[config.mk]
export PLATFORM = sky130hd
export DESIGN_NAME = alu_multicycle_flat
export DESIGN_NICKNAME = d
export VERILOG_FILES = /design/src/rtl/alu_multicycle_if.sv /design/src/rtl/alu_multicycle.sv /design/src/flat_wrapper.sv
export SDC_FILE = /design/constraint.sdc
export NUM_CORES = 1
export LEC_CHECK = 0
export CORE_MARGIN = 5
export CORE_UTILIZATION = 60
export DETAILED_ROUTE_END_ITERATION = 8
export MAX_ROUTING_LAYER = met4
export PLACE_DENSITY = 0.83
export SETUP_SLACK_MARGIN = 0.3
export SKIP_CTS_REPAIR_TIMING = 1
export SLEW_MARGIN = 5
export SYNTH_ARGS = -nofsm -noshare
export SYNTH_HDL_FRONTEND = slang
export SYNTH_SLANG_ARGS = --single-unit
[constraint.sdc]
create_clock -name clk_i -period 6.1 [get_ports clk_i]
set_clock_uncertainty 0.05 [all_clocks]
set_input_delay 1.22 -clock clk_i [delete_from_list [all_inputs] [get_ports clk_i]]
set_output_delay 1.22 -clock clk_i [all_outputs]
set_load 0.05 [all_outputs]
[src/rtl/alu_multicycle_if.sv]
// Request/response bundle for alu_multicycle: operation request on one side,
// registered result and {F, L, C, N, Z} flags on the other.
interface alu_multicycle_if #(
    parameter int WIDTH = 16
);
    logic             req_valid_i;
    logic             req_ready_o;
    logic [3:0]       op_i;
    logic [WIDTH-1:0] A_i;
    logic [WIDTH-1:0] B_i;
    logic             rsp_valid_o;
    logic             rsp_ready_i;
    logic [WIDTH-1:0] alu_o;
    logic [4:0]       flags_o;

    modport master (
        output req_valid_i, op_i, A_i, B_i, rsp_ready_i,
        input  req_ready_o, rsp_valid_o, alu_o, flags_o
    );

    modport slave (
        input  req_valid_i, op_i, A_i, B_i, rsp_ready_i,
        output req_ready_o, rsp_valid_o, alu_o, flags_o
    );
endinterface

[src/rtl/alu_multicycle.sv]
// Registered ALU with single-cycle arithmetic/logic, bit-serial shifts and a
// shift-add multiplier; one operation in flight, result held until consumed.
module alu_multicycle #(
    parameter int WIDTH = 16
) (
    input  logic               clk_i,
    input  logic               rst_i,
    alu_multicycle_if.slave    bus
);
    localparam int SHW = $clog2(WIDTH);

    localparam logic [3:0] OP_ADD = 4'd0;
    localparam logic [3:0] OP_SUB = 4'd1;
    localparam logic [3:0] OP_CMP = 4'd2;
    localparam logic [3:0] OP_AND = 4'd3;
    localparam logic [3:0] OP_OR  = 4'd4;
    localparam logic [3:0] OP_XOR = 4'd5;
    localparam logic [3:0] OP_SHL = 4'd6;
    localparam logic [3:0] OP_SHR = 4'd7;
    localparam logic [3:0] OP_SAR = 4'd8;
    localparam logic [3:0] OP_MUL = 4'd9;

    typedef enum logic [1:0] {IDLE, SHIFT, MUL, DONE} state_t;

    state_t               state, state_next;
    logic [3:0]           op_q;
    logic [WIDTH-1:0]     a_q;
    logic [WIDTH-1:0]     sh_q;
    logic [2*WIDTH-1:0]   prod_q;
    logic [SHW-1:0]       cnt_q;
    logic [WIDTH-1:0]     alu_q;
    logic [4:0]           flags_q;

    logic                 accept;
    logic [3:0]           op_cur;
    logic [SHW-1:0]       shamt;
    logic [WIDTH-1:0]     sh_src, sh_step, mcand;
    logic                 sh_out;
    logic [2*WIDTH-1:0]   prod_src, prod_step;
    logic [WIDTH:0]       mul_sum, add_sum, sub_diff;
    logic                 load;
    logic                 legal;
    logic [WIDTH-1:0]     res;
    logic                 c_flag, f_flag, l_flag;
    logic [4:0]           flags_next;

    assign accept = bus.req_valid_i && (state == IDLE);
    assign shamt  = bus.B_i[SHW-1:0];

    // The accept edge already performs the first shift / multiply iteration,
    // so step logic reads the live inputs in IDLE and the working regs after.
    always_comb begin
        op_cur   = (state == IDLE) ? bus.op_i : op_q;
        sh_src   = (state == IDLE) ? bus.A_i : sh_q;
        mcand    = (state == IDLE) ? bus.A_i : a_q;
        prod_src = (state == IDLE) ? {{WIDTH{1'b0}}, bus.B_i} : prod_q;

        sh_step = {sh_src[WIDTH-1], sh_src[WIDTH-1:1]};
        sh_out  = sh_src[0];
        if (op_cur == OP_SHL) begin
            sh_step = {sh_src[WIDTH-2:0], 1'b0};
            sh_out  = sh_src[WIDTH-1];
        end else if (op_cur == OP_SHR) begin
            sh_step = {1'b0, sh_src[WIDTH-1:1]};
        end

        mul_sum   = {1'b0, prod_src[2*WIDTH-1:WIDTH]}
                  + (prod_src[0] ? {1'b0, mcand} : {(WIDTH+1){1'b0}});
        prod_step = {mul_sum, prod_src[WIDTH-1:1]};

        add_sum  = {1'b0, bus.A_i} + {1'b0, bus.B_i};
        sub_diff = {1'b0, bus.A_i} + {1'b0, ~bus.B_i} + {{WIDTH{1'b0}}, 1'b1};
    end

    always_comb begin
        state_next = state;
        load       = 1'b0;
        legal      = 1'b1;
        res        = '0;
        c_flag     = 1'b0;
        f_flag     = 1'b0;
        l_flag     = 1'b0;
        case (state)
            IDLE: begin
                if (bus.req_valid_i) begin
                    load       = 1'b1;
                    state_next = DONE;
                    case (bus.op_i)
                        OP_ADD: begin
                            res    = add_sum[WIDTH-1:0];
                            c_flag = add_sum[WIDTH];
                            f_flag = (bus.A_i[WIDTH-1] == bus.B_i[WIDTH-1]) &&
                                     (add_sum[WIDTH-1] != bus.A_i[WIDTH-1]);
                        end
                        OP_SUB, OP_CMP: begin
                            res    = sub_diff[WIDTH-1:0];
                            c_flag = ~sub_diff[WIDTH];
                            l_flag = ~sub_diff[WIDTH];
                            f_flag = (bus.A_i[WIDTH-1] != bus.B_i[WIDTH-1]) &&
                                     (sub_diff[WIDTH-1] != bus.A_i[WIDTH-1]);
                        end
                        OP_AND: res = bus.A_i & bus.B_i;
                        OP_OR:  res = bus.A_i | bus.B_i;
                        OP_XOR: res = bus.A_i ^ bus.B_i;
                        OP_SHL, OP_SHR, OP_SAR: begin
                            if (shamt == '0) begin
                                res = bus.A_i;
                            end else if (shamt == SHW'(1)) begin
                                res    = sh_step;
                                c_flag = sh_out;
                            end else begin
                                load       = 1'b0;
                                state_next = SHIFT;
                            end
                        end
                        OP_MUL: begin
                            load       = 1'b0;
                            state_next = MUL;
                        end
                        default: legal = 1'b0;
                    endcase
                end
            end
            SHIFT: begin
                if (cnt_q == SHW'(1)) begin
                    load       = 1'b1;
                    res        = sh_step;
                    c_flag     = sh_out;
                    state_next = DONE;
                end
            end
            MUL: begin
                if (cnt_q == SHW'(1)) begin
                    load       = 1'b1;
                    res        = prod_step[WIDTH-1:0];
                    c_flag     = |prod_step[2*WIDTH-1:WIDTH];
                    state_next = DONE;
                end
            end
            DONE: begin
                if (bus.rsp_ready_i) state_next = IDLE;
            end
            default: state_next = IDLE;
        endcase
        flags_next = legal ? {f_flag, l_flag, c_flag, res[WIDTH-1], res == '0} : 5'b0;
    end

    always_ff @(posedge clk_i or posedge rst_i) begin
        if (rst_i) state <= IDLE;
        else       state <= state_next;
    end

    always_ff @(posedge clk_i or posedge rst_i) begin
        if (rst_i) begin
            op_q    <= '0;
            a_q     <= '0;
            sh_q    <= '0;
            prod_q  <= '0;
            cnt_q   <= '0;
            alu_q   <= '0;
            flags_q <= '0;
        end else begin
            if (accept) begin
                op_q   <= bus.op_i;
                a_q    <= bus.A_i;
                sh_q   <= sh_step;
                prod_q <= prod_step;
                cnt_q  <= (bus.op_i == OP_MUL) ? SHW'(WIDTH - 1) : shamt - SHW'(1);
            end else if (state == SHIFT) begin
                sh_q  <= sh_step;
                cnt_q <= cnt_q - SHW'(1);
            end else if (state == MUL) begin
                prod_q <= prod_step;
                cnt_q  <= cnt_q - SHW'(1);
            end
            if (load) begin
                alu_q   <= res;
                flags_q <= flags_next;
            end
        end
    end

    assign bus.req_ready_o = (state == IDLE);
    assign bus.rsp_valid_o = (state == DONE);
    assign bus.alu_o       = alu_q;
    assign bus.flags_o     = flags_q;
endmodule

[src/flat_wrapper.sv]
// flat-port wrapper written by rule: the top's interface ports become plain ports
module alu_multicycle_flat 
#(
    parameter int WIDTH = 16
)
  (clk_i, rst_i, bus_req_valid_i, bus_op_i, bus_A_i, bus_B_i, bus_rsp_ready_i, bus_req_ready_o, bus_rsp_valid_o, bus_alu_o, bus_flags_o);
  alu_multicycle_if #(.WIDTH(WIDTH)) bus_i ();
  input  logic clk_i;
  input  logic rst_i;
  input wire logic [$bits(bus_i.req_valid_i)-1:0] bus_req_valid_i;
  input wire logic [$bits(bus_i.op_i)-1:0] bus_op_i;
  input wire logic [$bits(bus_i.A_i)-1:0] bus_A_i;
  input wire logic [$bits(bus_i.B_i)-1:0] bus_B_i;
  input wire logic [$bits(bus_i.rsp_ready_i)-1:0] bus_rsp_ready_i;
  output wire logic [$bits(bus_i.req_ready_o)-1:0] bus_req_ready_o;
  output wire logic [$bits(bus_i.rsp_valid_o)-1:0] bus_rsp_valid_o;
  output wire logic [$bits(bus_i.alu_o)-1:0] bus_alu_o;
  output wire logic [$bits(bus_i.flags_o)-1:0] bus_flags_o;
  assign bus_i.req_valid_i = bus_req_valid_i;
  assign bus_i.op_i = bus_op_i;
  assign bus_i.A_i = bus_A_i;
  assign bus_i.B_i = bus_B_i;
  assign bus_i.rsp_ready_i = bus_rsp_ready_i;
  assign bus_req_ready_o = bus_i.req_ready_o;
  assign bus_rsp_valid_o = bus_i.rsp_valid_o;
  assign bus_alu_o = bus_i.alu_o;
  assign bus_flags_o = bus_i.flags_o;
  alu_multicycle #(.WIDTH(WIDTH)) u_core (.clk_i(clk_i), .rst_i(rst_i), .bus(bus_i));
endmodule
======== Word level (Yosys, flattened, before mapping) ========
Cells that the tools add are included.
operators by class
  $add $sub $neg .......................... 6
  equality and inequality tests ........... 24
  muxes and demuxes ....................... 54
  bitwise gates (word level) .............. 5
  reductions and logical operators ........ 17
operator list
  cell                                                                   number
  16-bit two-way mux                                                     12
  32-bit two-way mux                                                     4
  16-bit case mux with 6 select lines                                    1
  16-bit case mux with 3 select lines                                    1
  16-bit by 16-bit adder with 17-bit output                              2
  4-bit by 3-bit equality test with 1-bit output, second input constant  6
  4-bit two-way mux                                                      5
  1-bit two-way mux                                                      18
  16-bit by 17-bit adder with 17-bit output                              1
  17-bit by 1-bit adder with 17-bit output, second input constant        1
  16-bit bitwise AND                                                     1
  16-bit logical NOT                                                     1
  16-bit inverter                                                        1
  16-bit bitwise OR                                                      1
  16-bit OR reduction                                                    1
  16-bit XOR                                                             1
  4-bit by 1-bit equality test with 1-bit output, second input constant  3
  2-bit two-way mux                                                      5
  10-bit OR reduction                                                    1
  4-bit by 2-bit equality test with 1-bit output, second input constant  2
  4-bit equality test, second input constant                             2
  4-bit logical NOT                                                      2
  4-bit by 1-bit subtractor with 4-bit output, second input constant     2
  1-bit case mux with 2 select lines                                     3
  19 further kinds                                                       29
storage, ports and cells
  register bits after elaboration ......... 95
  bits of input ports ..................... 40
  output and inout port bits .............. 23

======== Longest topological paths before layout ========
Gate-level depths: netlist of the first run.
  word-level depth ........................ 12
  gate-level depth with buffers ........... 20

======== Worst setup path before layout of the first run ========
No wires, ideal clock.
  kind .................................... reg-to-reg
  start ................................... reg u_core.state[0]
  end ..................................... reg u_core.flags_q[2] (netlist: u_core.bus.flags_o[2])
  arrival time ............................ 4770 ps
  data required time ...................... 5918 ps
  slack ................................... 1148 ps
  stages on the path, launching flop included .. 21
  buffers on the path ..................... 4
  cells stage by stage .................... dfrtp_1 -> inv_1 -> ha_1 -> buf_2 -> buf_2 -> buf_1 -> clkbuf_1 -> mux2i_1 -> nor2_1 -> ha_1 -> inv_1 -> fa_1 -> nor2b_1 -> o211ai_1 -> a31oi_1 -> o211ai_1 -> o21ai_0 -> xnor2_1 -> nand4_1 -> nor4b_1 -> o211ai_1
on the way
  word-level cells in the longest chain between the ends .. 10
  elaborated cells on any way between the ends .. 23
  those cells by class .................... 1 x add/sub; 3 x eq/ne; 16 x mux; 3 x reduce/logical
RTL lines
  item                                                                                               line                   source
  from (decl)                                                                                        alu_multicycle.sv:25   state_t state, state_next;
  from (signal assigned)                                                                             alu_multicycle.sv:150  else state <= state_next;
  2-bit logical NOT (*)                                                                              n/a
  via bus_req_ready_o                                                                                flat_wrapper.sv:15     output wire logic [$bits(bus_i.req_ready_o)-1:0] bus_req_ready_o;
  parallel branches: the longest is 9 deep, another holds 16-bit by 17-bit adder with 17-bit output  n/a
  to (signal assigned)                                                                               alu_multicycle.sv:178  flags_q <= flags_next;
  to (decl)                                                                                          alu_multicycle.sv:32   logic [4:0] flags_q;
Mark *: on every way through the listed nets, which the timed path passes.
A chain may end at the register's enable or synchronous reset.

======== Worst setup path in the final report of the first run ========
  start ................................... reg u_core.state[0]
  end ..................................... reg u_core.flags_q[2] (netlist: u_core.bus.flags_o[2])
on the way
  word-level cells in the longest chain between the ends .. 10
  elaborated cells on any way between the ends .. 23
  those cells by class .................... 1 x add/sub; 3 x eq/ne; 16 x mux; 3 x reduce/logical
RTL lines
  item
  parallel branches: the longest is 10 deep, another holds 16-bit by 17-bit adder with 17-bit output
Several ways; the timed one is not identified.

==> results of run 1 <==
flip-flops by register name, indices dropped and copies added (netlist names):
register / cells
u_core.prod_q: 32
u_core.a_q: 16
u_core.bus.alu_o: 16
u_core.sh_q: 16
u_core.bus.flags_o: 5
u_core.cnt_q: 4
u_core.op_q: 4
u_core.state: 2
cell usage after synthesis, types with 4 or more instances:
library cell / instances / area [um^2]
a211oi_1: 15 / 113
a21o_1: 14 / 105
a21oi_1: 42 / 210
a221o_1: 7 / 70.1
a221oi_1: 10 / 87.6
a22oi_1: 15 / 113
a31oi_1: 18 / 113
a32oi_1: 4 / 35.0
and2_1: 5 / 31.3
buf_2: 18 / 90.1
buf_4: 9 / 67.6
buf_6: 6 / 67.6
clkbuf_1: 36 / 135
dfrtp_1: 95 / 2380
ha_1: 79 / 988
inv_1: 63 / 236
mux2_2: 21 / 236
mux2i_1: 52 / 521
nand2_1: 161 / 604
nand2b_1: 9 / 56.3
nand3_1: 15 / 75.1
nand3b_1: 5 / 37.5
nand4_1: 8 / 50.1
nor2_1: 81 / 304
nor2b_1: 28 / 175
nor3_1: 20 / 100
nor4_1: 5 / 31.3
nor4bb_1: 5 / 50.1
o211ai_1: 8 / 60.1
o21ai_0: 88 / 440
o21ai_1: 9 / 45.0
o22ai_1: 10 / 62.6
o31ai_1: 6 / 45.0
or2_2: 6 / 37.5
or3_1: 10 / 62.6
xnor2_1: 19 / 166
xor2_1: 10 / 87.6
worst max-delay path: cells and delay by family (launching register included):
family          cells  cell delay (ps)
compound gates      3              520
buf+inv             3              920
fa+ha+maj           2              960
simple gates        7             1740
flops               1              430
mux                 1              250
cell families after synthesis:
kind of cell | count (synthesis)
xor gates and xnor gates | 29
AOI/OAI and AO/OA | 305
adders and majority gates | 82
and+or+nand+nor | 384
DFF | 95
muxes | 75
buffers and inverters | 136
per-layer routing:
layer | wire [um] | part of all wire, % | vias to the layer above | GRT usage (%)
li1 | - | - | 4015 | -
met1 | 12300 | 41 | 4214 | 45.8
met2 | 13400 | 44 | 529 | 52.5
met3 | 2760 | 9.1 | 141 | 5.55
met4 | 1790 | 5.9 | 0 | 18.3
met5 | 0 | 0 | - | -
cell type report:
cell class	instances	area, um^2	share of cell area, %
clock buffers	11	243	2.42
clock inverters	5	62.6	0.624
inverters	66	250	2.49
multi-input cells	875	6080	60.7
flip-flops and latches	95	2380	23.7
well taps	188	235	2.35
repair buffers	83	778	7.76
worst max path at each step:
stage / slack [ps] / startpoint / endpoint
floorplan: 1150 / u_core.state[0]$_DFFE_PP0P_ / u_core.bus.flags_o[2]$_DFFE_PP0P_
global placement: 930 / bus_B_i[0] / u_core.bus.flags_o[2]$_DFFE_PP0P_
detailed placement: 920 / bus_B_i[0] / u_core.bus.flags_o[2]$_DFFE_PP0P_
CTS: 1200 / u_core.state[0]$_DFFE_PP0P_ / u_core.bus.flags_o[2]$_DFFE_PP0P_
global route: 800 / u_core.state[0]$_DFFE_PP0P_ / u_core.bus.flags_o[2]$_DFFE_PP0P_
finish: 1090 / u_core.state[0]$_DFFE_PP0P_ / u_core.bus.flags_o[2]$_DFFE_PP0P_
power groups by stage:
| stage | sequential (W) | clock, W | combinational, W |
|---|---|---|---|
| 2_1_floorplan | 0.00114 | 0 | 0.00156 |
| 3_3_place_gp | 0.00104 | 0 | 0.00227 |
| 3_5_place_dp | 0.00106 | 0 | 0.00231 |
| 4_1_cts | 0.00105 | 0.000613 | 0.00233 |
| 5_1_grt | 0.00108 | 0.000641 | 0.00256 |
| 6_report | 0.00105 | 0.000609 | 0.00237 |
metrics by stage:
stage	power, W	area (um^2)	hold WS [ps]
floorplan	0.00270	9050	388
global route	0.00428	10000	447
CTS	0.00398	10000	425
global placement	0.00331	9730	401
detailed placement	0.00337	9730	407
finish	0.00403	10000	424
==> impl_metrics.py, run 1 <==
metrics = {
    "pwr": {
        "p_int_w": 0.00207,
        "power.share.sequential_pct": 26.0,
        "p_switching_w": 0.00196,
        "p_clk_share_pct": 15.1,
        "switching_share_pct": 48.6,
        "p_per_area_nw_per_um2": 402,
        "combPwrFrac_pct": 58.9,
        "leakage_nw": 4.46,
        "max-vdd-ir-drop_mv": 0.502,
    },
    "setup_path": {
        "reg2reg_from": "u_core.state[0]$_DFFE_PP0P_",
        "required_ps": 6280,
        "worst_setup_path_start_kind": "flop",
        "rr_endpoint": "u_core.bus.flags_o[2]$_DFFE_PP0P_",
        "critical_path.max_fanout": 51,
        "rrSetupSlack_ps": 1090,
        "cpMaxStageDelayCell": "clkinv_1",
        "worstPathArrival_ps": 5180,
        "rr_worst_depth": 16,
        "cpPeakStageDelay_ps": 670,
        "cp-end-kind": "flop",
        "path_class": "flop to flop",
        "crit_chain": "inv_1 > ha_4 > clkinv_1 > nand2_1 > a21o_1 > inv_1 > ha_1 > a21oi_1 > nor2b_1 > nor2_1 > mux2i_1 > nand4_1 > nor4bb_1 > nand4_1 > nor4b_1 > o211ai_1",
    },
    "drt": {
        "vias_per_cell": 6.73,
        "vias": 8899,
        "postRouteAntennaNets": 0,
        "first_iter_violations": 1137,
        "wl_mm": 30.3,
        "wire_per_inst_um": 22.9,
        "drcViolationCount": 0,
        "drtPass1Iterations": 5,
    },
    "placed_design": {
        "hpwl_mm": 22.3,
        "placed_cells": 1307,
        "portBuffers": 62,
        "dpl_worst_slack_ps": 916,
        "place_congestion": 1.05,
    },
    "timing": {
        "hold_violations": 0,
        "fmax_mhz": 200,
        "period_share_pct": 82.1,
        "relSlewSlack_pct": 26.1,
        "final.setup.worst_slack_ps": 1090,
        "rsz0062_at_grt": "false",
        "report.final.slew_viol_count": 0,
        "fin_setup_tns_ps": 0,
        "setup_viol": 0,
        "worst_pin_slew_ps": 1090,
        "finalCriticalPeriod_ps": 5010,
    },
    "min_path": {
        "worstHoldPathCells": 2,
        "hold_path.class": "flop to flop",
        "hold_end": "u_core.prod_q[24]$_DFFE_PP0P_",
        "hold_path_startpoint": "u_core.prod_q[24]$_DFFE_PP0P_",
    },
    "cts": {
        "clkTransAtPathRegs_ps": 70,
        "clk_latency_ps": 350,
        "cts_root_buf": "clkbuf_16",
        "cts_buffers": 9,
        "clockBufferDepth": 2,
        "cts_tree": "done",
        "cts-htree-levels": 3,
        "clock-sinks": 95,
    },
    "finish": {
        "layout_common_cells": "161 x nand2_1, 95 x dfrtp_1, 88 x o21ai_0",
        "layout-drive-gt1-share_pct": 8.11,
        "instances_no_fill": 1323,
        "final_util_pct": 67.0,
        "area_growth_pct": 10.8,
        "fin_nets": 1252,
        "final_common_cell": "nand2_1",
        "fillers": 1299,
        "diodes": 0,
    },
    "floorplan": {
        "pin_count": 63,
        "fp.dieW_um": 133,
        "core-area_um2": 15000,
        "die_h_um": 133,
        "dieArea_um2": 17600,
        "num_rows": 45,
        "start_util_pct": 60.5,
    },
    "synth": {
        "synth_seq_area_share_pct": 26.3,
        "syn_area_um2": 9050,
        "synth_fp_nets": 1228,
        "synthMuxAreaShare_pct": 8.65,
        "synth-adder-area-share_pct": 11.6,
        "ys_ff_latch": 95,
        "synth_ff_type": "dfrtp_1",
        "synth_edf_count": 0,
        "synth_top_family_by_area": "compound AO/OA/AOI/OAI gates",
        "synth_compound_area_share_pct": 23.4,
        "yosysWarnings": 0,
        "async_flop_share_pct": 100,
        "syn_inst": 1106,
        "synth-simple-area-share_pct": 20.5,
        "synth_area_per_cell_um2": 8.19,
        "synth_cell_types": 95,
        "synth-xor-area-share_pct": 2.81,
    },
    "grt": {
        "grt.total_usage_pct": 35.0,
        "grt_pass1_wl_mm": 47.7,
        "grt_antenna_before_repair": 0,
        "grt_pass1_vias": 8551,
        "grt_max_degree": 57,
        "grt_overflow": 0,
    },
    "job": {
        "max-cap-violations": 0,
    },
    "status": {
        "status": "finished clean",
    },
}
No activity file was read; power rests on OpenSTA's default activity.
==> inputs of run 2 (changes only) <==
- clock period: 6.1 -> 4.77 ns (I/O delays scaled with it)
==> impl_metrics.py, run 2 (synthesized netlist as in run 1, its figures left out) <==
metrics = {
    "drt": {
        "drcViolationCount": 0,
        "wire_per_inst_um": 22.0,
        "vias": 9024,
        "wl_mm": 29.6,
        "first_iter_violations": 1108,
        "vias_per_cell": 6.70,
        "postRouteAntennaNets": 0,
        "drtPass1Iterations": 6,
    },
    "pwr": {
        "combPwrFrac_pct": 57.7,
        "p_per_area_nw_per_um2": 507,
        "p_switching_w": 0.00243,
        "switching_share_pct": 46.6,
        "p_clk_share_pct": 16.6,
        "max-vdd-ir-drop_mv": 0.595,
        "power.share.sequential_pct": 25.7,
        "p_int_w": 0.00278,
        "leakage_nw": 4.62,
    },
    "placed_design": {
        "portBuffers": 62,
        "place_congestion": 0.976,
        "placed_cells": 1331,
        "dpl_worst_slack_ps": 17.0,
        "hpwl_mm": 22.5,
    },
    "timing": {
        "report.final.slew_viol_count": 0,
        "setup_viol": 0,
        "fin_hold_ws_ps": 416,
        "fin_setup_tns_ps": 0,
        "worst_pin_slew_ps": 1050,
        "final.setup.worst_slack_ps": 518,
        "hold_violations": 0,
        "relSlewSlack_pct": 29.8,
        "rsz0062_at_grt": "false",
        "period_share_pct": 89.1,
        "finalCriticalPeriod_ps": 4250,
        "fmax_mhz": 235,
    },
    "finish": {
        "top_register": "u_core.prod_q",
        "diodes": 0,
        "instances_no_fill": 1347,
        "largest_reg_flops": 32,
        "layout_common_cells": "161 x nand2_1, 95 x dfrtp_1, 87 x o21ai_0",
        "fillers": 1247,
        "layout-drive-gt1-share_pct": 10.3,
        "fin_nets": 1276,
        "final_common_cell": "nand2_1",
        "area_growth_pct": 13.4,
    },
    "cts": {
        "clkTransAtPathRegs_ps": 60,
        "cts_root_buf": "clkbuf_16",
        "cts_buffers": 9,
        "clockBufferDepth": 2,
        "clk_latency_ps": 360,
        "cts-htree-levels": 3,
        "cts_tree": "done",
        "clock-sinks": 95,
    },
    "setup_path": {
        "worst_setup_path_start_kind": "input pin",
        "worstPathArrival_ps": 4440,
        "critical_path.max_fanout": 10,
        "required_ps": 4960,
        "cp-end-kind": "flop",
        "path_class": "input pin to flop",
    },
    "min_path": {
        "hold_path.class": "flop to flop",
    },
    "job": {
        "max-cap-violations": 0,
    },
    "grt": {
        "grt.total_usage_pct": 34.1,
        "grt_pass1_wl_mm": 46.3,
        "grt_max_degree": 52,
        "grt_pass1_vias": 8407,
        "grt_antenna_before_repair": 0,
        "grt_overflow": 0,
    },
    "floorplan": {
        "dieArea_um2": 17600,
        "pin_count": 63,
        "fp.dieW_um": 133,
        "num_rows": 45,
        "core-area_um2": 15000,
        "die_h_um": 133,
        "start_util_pct": 60.5,
    },
    "status": {
        "status": "finished clean",
    },
}
run 2: cell count changes in the layout (fill, tap and decap cells not counted), sizes merged:
cell	delta
clkdlybuf4s50	-2
buf	+24
inv	-1
bufinv	+2
clkbuf	-1
dlymetal6s2s	+2
run 2: layout make-up:
type	instances	area [um^2]	share of cell area, %
multi-input cells	875	6090	59.3
flip-flops and latches	95	2380	23.1
repair buffers	107	963	9.38
inverters	66	250	2.44
clock buffers	10	239	2.33
well taps	188	235	2.29
clock inverters	6	115	1.12
run 2: path summary, 6_finish.rpt:
check	from	end	slack [ps]	depth (start not counted)
min in group asynchronous	rst_i	u_core.prod_q[14]$_DFFE_PP0P_	950	2
max reg2reg	u_core.state[0]$_DFFE_PP0P_	u_core.bus.flags_o[2]$_DFFE_PP0P_	640	15
max	bus_A_i[8]	u_core.bus.alu_o[15]$_DFFE_PP0P_	520	12
min	u_core.prod_q[30]$_DFFE_PP0P_	u_core.prod_q[30]$_DFFE_PP0P_	420	2
min reg2reg	u_core.prod_q[30]$_DFFE_PP0P_	u_core.prod_q[30]$_DFFE_PP0P_	420	2
max in group asynchronous	rst_i	u_core.prod_q[29]$_DFFE_PP0P_	2890	3
run 2: through the flow:
step | power [W] | area, um^2 | utilization (%)
2_1_floorplan | 0.00346 | 9060 | -
3_3_place_gp | 0.00421 | 9900 | 66.1
3_5_place_dp | 0.00427 | 9900 | 66.1
4_1_cts | 0.00516 | 10300 | 68.5
5_1_grt | 0.00554 | 10300 | 68.6
6_report | 0.00521 | 10300 | 68.6
run 2: power by group through the flow:
| stage | registers (W) | logic (W) | clock network, W |
|---|---|---|---|
| 2_1_floorplan | 0.00146 | 0.00200 | 0 |
| 6_report | 0.00134 | 0.00301 | 0.000865 |
| 5_1_grt | 0.00137 | 0.00326 | 0.000897 |
| 3_3_place_gp | 0.00133 | 0.00287 | 0 |
| 4_1_cts | 0.00133 | 0.00295 | 0.000873 |
| 3_5_place_dp | 0.00135 | 0.00292 | 0 |
run 2: layer usage:
metal	global-route usage (%)	vias up	routed length [um]
li1	-	4073	-
met1	43.9	4296	12000
met2	52.7	546	13400
met3	6.92	109	2910
met4	13.4	0	1290
met5	-	-	0
run 2: worst max-delay path, stage by stage:
cell             delay [ps]
clkdlybuf4s50_1         680
inv_1                   200
ha_1                    460
a21oi_1                 250
o21ai_1                 130
a211oi_2                330
o21ai_1                 150
a221oi_4                360
xnor2_1                 140
a221oi_2                280
o221ai_2                190
mux2_4                  310
==> inputs of run 3 (changes only) <==
- GPL_ROUTABILITY_DRIVEN: not set -> 1
==> results of run 3 <==
Final layout, timing and power as in run 2 (identical DEF).
